File: src/rtl/gf2m_pow_engine.sv
// Iterative x^E over GF(2^M), polynomial basis, MSB-first square-and-multiply.
// One exponent bit per clock, valid/ready handshake on both sides.
module gf2m_pow_engine #(
  parameter int unsigned M    = 6,
  parameter logic [M:0]  POLY = 7'h43,
  parameter int unsigned EW   = M
) (
  input  logic          clk,
  input  logic          rst,
  input  logic          in_valid,
  output logic          in_ready,
  input  logic [M-1:0]  in_x,
  input  logic [EW-1:0] in_e,
  output logic          out_valid,
  input  logic          out_ready,
  output logic [M-1:0]  out_y,
  output logic          busy
);

  localparam int unsigned PW = 2 * M - 1;
  localparam int unsigned CW = (EW > 1) ? $clog2(EW) : 1;

  typedef enum logic [1:0] {IDLE, RUN, DONE} state_t;

  state_t         state, state_n;
  logic [M-1:0]   x_r;
  logic [EW-1:0]  e_r;
  logic [M-1:0]   acc;
  logic [CW-1:0]  cnt;
  logic [M-1:0]   acc_step;

  // Carry-less product followed by bitwise reduction; masks instead of branches
  // keep the datapath free of data-dependent shortcuts.
  function automatic logic [M-1:0] gf_mul(input logic [M-1:0] a, input logic [M-1:0] b);
    logic [PW-1:0] p;
    logic [PW-1:0] aw;
    logic [PW-1:0] pw;
    p  = '0;
    aw = PW'(a);
    pw = PW'(POLY);
    for (int unsigned i = 0; i < M; i++)
      p ^= (aw << i) & {PW{b[i]}};
    for (int unsigned k = PW - 1; k >= M; k--)
      p ^= (pw << (k - M)) & {PW{p[k]}};
    return p[M-1:0];
  endfunction

  assign acc_step = gf_mul(gf_mul(acc, acc), e_r[cnt] ? x_r : M'(1));

  always_comb begin
    state_n   = state;
    in_ready  = 1'b0;
    out_valid = 1'b0;
    busy      = 1'b1;
    case (state)
      IDLE: begin
        in_ready = 1'b1;
        busy     = 1'b0;
        if (in_valid) state_n = RUN;
      end
      RUN: begin
        if (cnt == '0) state_n = DONE;
      end
      DONE: begin
        out_valid = 1'b1;
        if (out_ready) state_n = IDLE;
      end
      default: state_n = IDLE;
    endcase
  end

  always_ff @(posedge clk or posedge rst) begin
    if (rst) begin
      state <= IDLE;
      x_r   <= '0;
      e_r   <= '0;
      acc   <= '0;
      cnt   <= '0;
      out_y <= '0;
    end else begin
      state <= state_n;
      case (state)
        IDLE: begin
          if (in_valid) begin
            x_r <= in_x;
            e_r <= in_e;
            acc <= M'(1);
            cnt <= CW'(EW - 1);
          end
        end
        RUN: begin
          acc <= acc_step;
          cnt <= cnt - 1'b1;
          if (cnt == '0) out_y <= acc_step;
        end
        default: ;
      endcase
    end
  end

endmodule

File: config.mk
export PLATFORM = sky130hd
export DESIGN_NAME = gf2m_pow_engine
export DESIGN_NICKNAME = d
export VERILOG_FILES = /design/src/rtl/gf2m_pow_engine.sv
export SDC_FILE = /design/constraint.sdc
export NUM_CORES = 1
export LEC_CHECK = 0
export ABC_AREA = 1
export CAP_MARGIN = 20
export CORE_MARGIN = 10
export CORE_UTILIZATION = 56
export CTS_CLUSTER_DIAMETER = 50
export DETAILED_ROUTE_END_ITERATION = 7
export HOLD_SLACK_MARGIN = 0.05
export PLACE_DENSITY = 0.9
export SLEW_MARGIN = 20
export SYNTH_ARGS = -nofsm -noshare
export SYNTH_HDL_FRONTEND = slang
export SYNTH_SLANG_ARGS = --single-unit
File: constraint.sdc
create_clock -name clk -period 2.3 [get_ports clk]
set_clock_uncertainty 0.1 [all_clocks]
set_input_delay 0.575 -clock clk [delete_from_list [all_inputs] [get_ports clk]]
set_output_delay 0.575 -clock clk [all_outputs]
set_load 0.005 [all_outputs]
==> parameters.txt <==
Parameter                              Value

Drt
  Total detailed-routing wirelength    5.34 mm
  Total iterations of the first detailed-routing run    4
  Routed vias/inst    around 5
  DRC violation total after the first TritonRoute iteration    100
  Antenna-violating nets left    0
  Mean routed wirelength per cell    13.3 um
  Detailed-route DRC error count    0
  Detailed-route via count    just over 2000

Cells and area
  Synthesis-to-finish area growth    29.6%
  Fillers    around 270
  Count of antenna diodes in the layout    0
  Finished layout cell area    2830 sq um
  Fraction of final layout cells with drive strength greater than 1    between 20% and 30%
  Number of nets in the finished design    374

Clock tree
  Worst-skew pair later-pin latency    approximately 0.28 ns
  Number of clock sinks seen by CTS    29
  Reg clk slew, reported paths    0.06 ns
  CTS tree    yes
  Buffer cell driving the clock tree root    clkbuf_8
  Maximum level of the CTS H-tree    2
  Maximum buffer depth of the clock tree    2
  Number of buffers added by the clock tree synthesis step    5

STA
  Slew Viols, Final    0
  Final Critical Period    2.14 ns
  Final count of hold timing violations    0
  Headroom to the max-slew limit    75.3%
  Post-route fraction of the period consumed by the critical path    93.1%
  Actual transition at the worst max-transition pin    0.371 ns
  # setup viols final    0
  Aggregate negative setup slack    0 ns
  Fmax    467 MHz

Global route
  Total congestion overflow after global routing    0
  Maximum number of pins on one net before global-route repair    30
  GRT Util Overall    between 10% and 20%
  Via count of the first global-routing pass    2059
  Initial antenna violation count    0
  Global-route wire length before repair    between 8 and 9 mm

Status
  Run status    finished, final reports clean

Worst setup path
  Setup slack, reg-to-reg    0.16 ns
  Critical R2R Launch    acc[3]
  Worst Path Arrival    around 2.2 ns
  Critical Path Start Type    register
  Setup Crit Path Kind    reg -> reg
  Critical Path Most Common Cell    nand2_1
  WP data required    between 2 and 2.5 ns
  Capture instance of the worst register-to-register path    out_y[3]
  Worst stage delay on the critical path    0.45 ns
  Cell type of the slowest stage on the worst timing path    dfrtp_2
  Cell-by-cell trace of the critical path    ha_2 -> xnor2_2 -> inv_1 -> nand2_1 -> nand2_2 -> inv_4 -> buf_4 -> nand2_1 -> xor2_1 -> nand2_1 -> nand2_1 -> nand3b_1 -> nand3_1 -> nand2_1
  Maximum fanout encountered on the critical timing path    5
  Endpoint type of the worst setup path    register
  Register-to-Register Path Depth    14

Placed design
  Quantity of I/O buffers inserted on ports    24
  Global placement routability congestion    0.910
  Placed instance area    2510 sq um
  Half-perimeter wire length after placement    3.96 mm

Floorplanning
  Die outline width    82.5 um
  Standard-cell row count    22
  Overall die area    6800 sq um
  Number of ports placed on the die boundary    25
  Initial core utilization    58.8%
  Height of the die    82.5 um
  Area of the core    3720 sq um

Min path
  Worst hold stages    2
  Hold Crit Class    reg -> reg
  Critical hold path startpoint    out_y[3]
  Hold path endpoint    out_y[3]

Synthesis
  Total nets after synthesis    330
  Number of different library cells in the post-synthesis netlist    31
  Synth Register Bits    29
  Synth Cell Area    2190 sq um
  Warning count from the yosys run    0
  Share of synthesized area occupied by flip-flops and latches    33.2%
  Mean instance size in the synthesized netlist    7.07 sq um
  Synthesized instance count    roughly 300

Flow run
  Max-capacitance violation count    0
through the flow:
stage	worst slack [ns]	hold WS (ns)	cells	util [%]
floorplan	0.280	0.349	309	-
global placement	-0.0367	0.364	386	67.7
detailed placement	-0.0290	0.371	386	67.7
CTS	0.00311	0.387	394	70.8
global route	-0.0266	0.416	402	76.2
finish	0.160	0.382	402	76.2
synth_stat cells:
| library cell | number | area share [%] |
|---|---|---|
| o21ai_0 | 2 | 0.46 |
| clkbuf_1 | 1 | 0.17 |
| o21ai_2 | 1 | 0.40 |
| nor2_2 | 8 | 2.3 |
| inv_1 | 44 | 7.6 |
| nor2_1 | 22 | 3.8 |
| dfrtp_1 | 29 | 33 |
| o22ai_1 | 1 | 0.29 |
| mux2_2 | 7 | 3.6 |
| nand2_1 | 107 | 18 |
| nand2_2 | 4 | 1.1 |
| nand3_2 | 2 | 0.92 |
| a22oi_1 | 1 | 0.34 |
| a21boi_0 | 1 | 0.34 |
| xnor2_2 | 2 | 1.5 |
| nand3_1 | 30 | 6.9 |
| nor3_1 | 1 | 0.23 |
| a21oi_1 | 6 | 1.4 |
| nand3b_1 | 1 | 0.34 |
| inv_2 | 5 | 0.86 |
| xnor2_1 | 12 | 4.8 |
| o211ai_2 | 1 | 0.57 |
| ha_1 | 5 | 2.9 |
| xor2_1 | 6 | 2.4 |
| or2_2 | 1 | 0.29 |
| or2_1 | 1 | 0.29 |
| buf_4 | 1 | 0.34 |
| buf_12 | 1 | 0.92 |
| nand3_4 | 2 | 1.6 |
| o31ai_1 | 1 | 0.34 |
| nand2_4 | 3 | 1.5 |
logic make-up after synthesis:
| logic type | share of synthesized area, % |
|---|---|
| muxes | 3.61 |
| DFF | 33.2 |
| buffers and inverters | 9.85 |
| AOI/OAI and AO/OA | 4.12 |
| and+or+nand+nor | 37.7 |
| adders and majority gates | 2.86 |
| xor gates and xnor gates | 8.70 |
critical path: cells and delay by family (launching register included):
family	cells	cell delay (ns)
simple gates	8	0.68
flops	1	0.45
xor+xnor	2	0.33
buf+inv	3	0.26
fa+ha+maj	1	0.20
repair_timing:
| action | 4_1_cts | 5_1_grt |
|---|---|---|
| hold buffers | 0 | 0 |
| endpoints found under the setup margin | 5 | 12 |
| resized for setup | 1 | 30 |
| pin swaps | 0 | 9 |
| setup buffers | 0 | 7 |
| gates cloned | 0 | 1 |
| hold endpoints to repair | 0 | 0 |
how the worst max path moves through the flow:
stage,slack (ns),cells after the start,endpoint,from
final,0.16,14,out_y[3],acc[3]
after CTS,0.003,16,out_y[1],acc[3]
after global routing,-0.03,15,acc[0],acc[3]
after floorplan,0.28,15,acc[0],acc[3]
after global placement,-0.04,15,acc[0],acc[3]
after detailed placement,-0.03,15,out_y[0],acc[3]
placed cells by master, fill, tap and decap left out, types with 7 or more instances in the layout:
cell             instances
dfrtp_1                 28
clkdlybuf4s50_1         24
buf_4                   14
mux2_2                   7
nand2_1                 98
nor2_2                  10
inv_1                   43
nor2_1                  20
nand3_1                 27
nand2_2                 10
xnor2_1                  9
state kept, by name, summed over array words and instances, names as in the netlist:
| signal | count |
|---|---|
| acc | 6 |
| cnt | 3 |
| e_r | 6 |
| out_y | 6 |
| state | 2 |
| x_r | 6 |
metal layers:
metal / part of all wire (%) / up-vias / GRT usage [%] / wire, um
li1: - / 1031 / - / -
met1: 41 / 968 / 19.3 / 2200
met2: 52 / 58 / 28.9 / 2780
met3: 4.6 / 12 / 3.78 / 244
met4: 2.2 / 0 / 6.12 / 117
met5: 0 / - / 0 / 0
final cells by class:
class | count | area, sq um | share of cell area [%]
Timing Repair Buffer | 39 | 365 | 12.9
Inverter | 49 | 186 | 6.58
Clock buffer | 7 | 86.3 | 3.05
Tap cell | 48 | 60.1 | 2.12
Sequential cell | 29 | 727 | 25.7
Multi-Input combinational cell | 229 | 1380 | 48.6
Clock inverter | 1 | 30.0 | 1.06
Power is left out: the tool's default activity adds up to more than one toggle a clock period on the data nets, which glitch-free logic cannot reach.
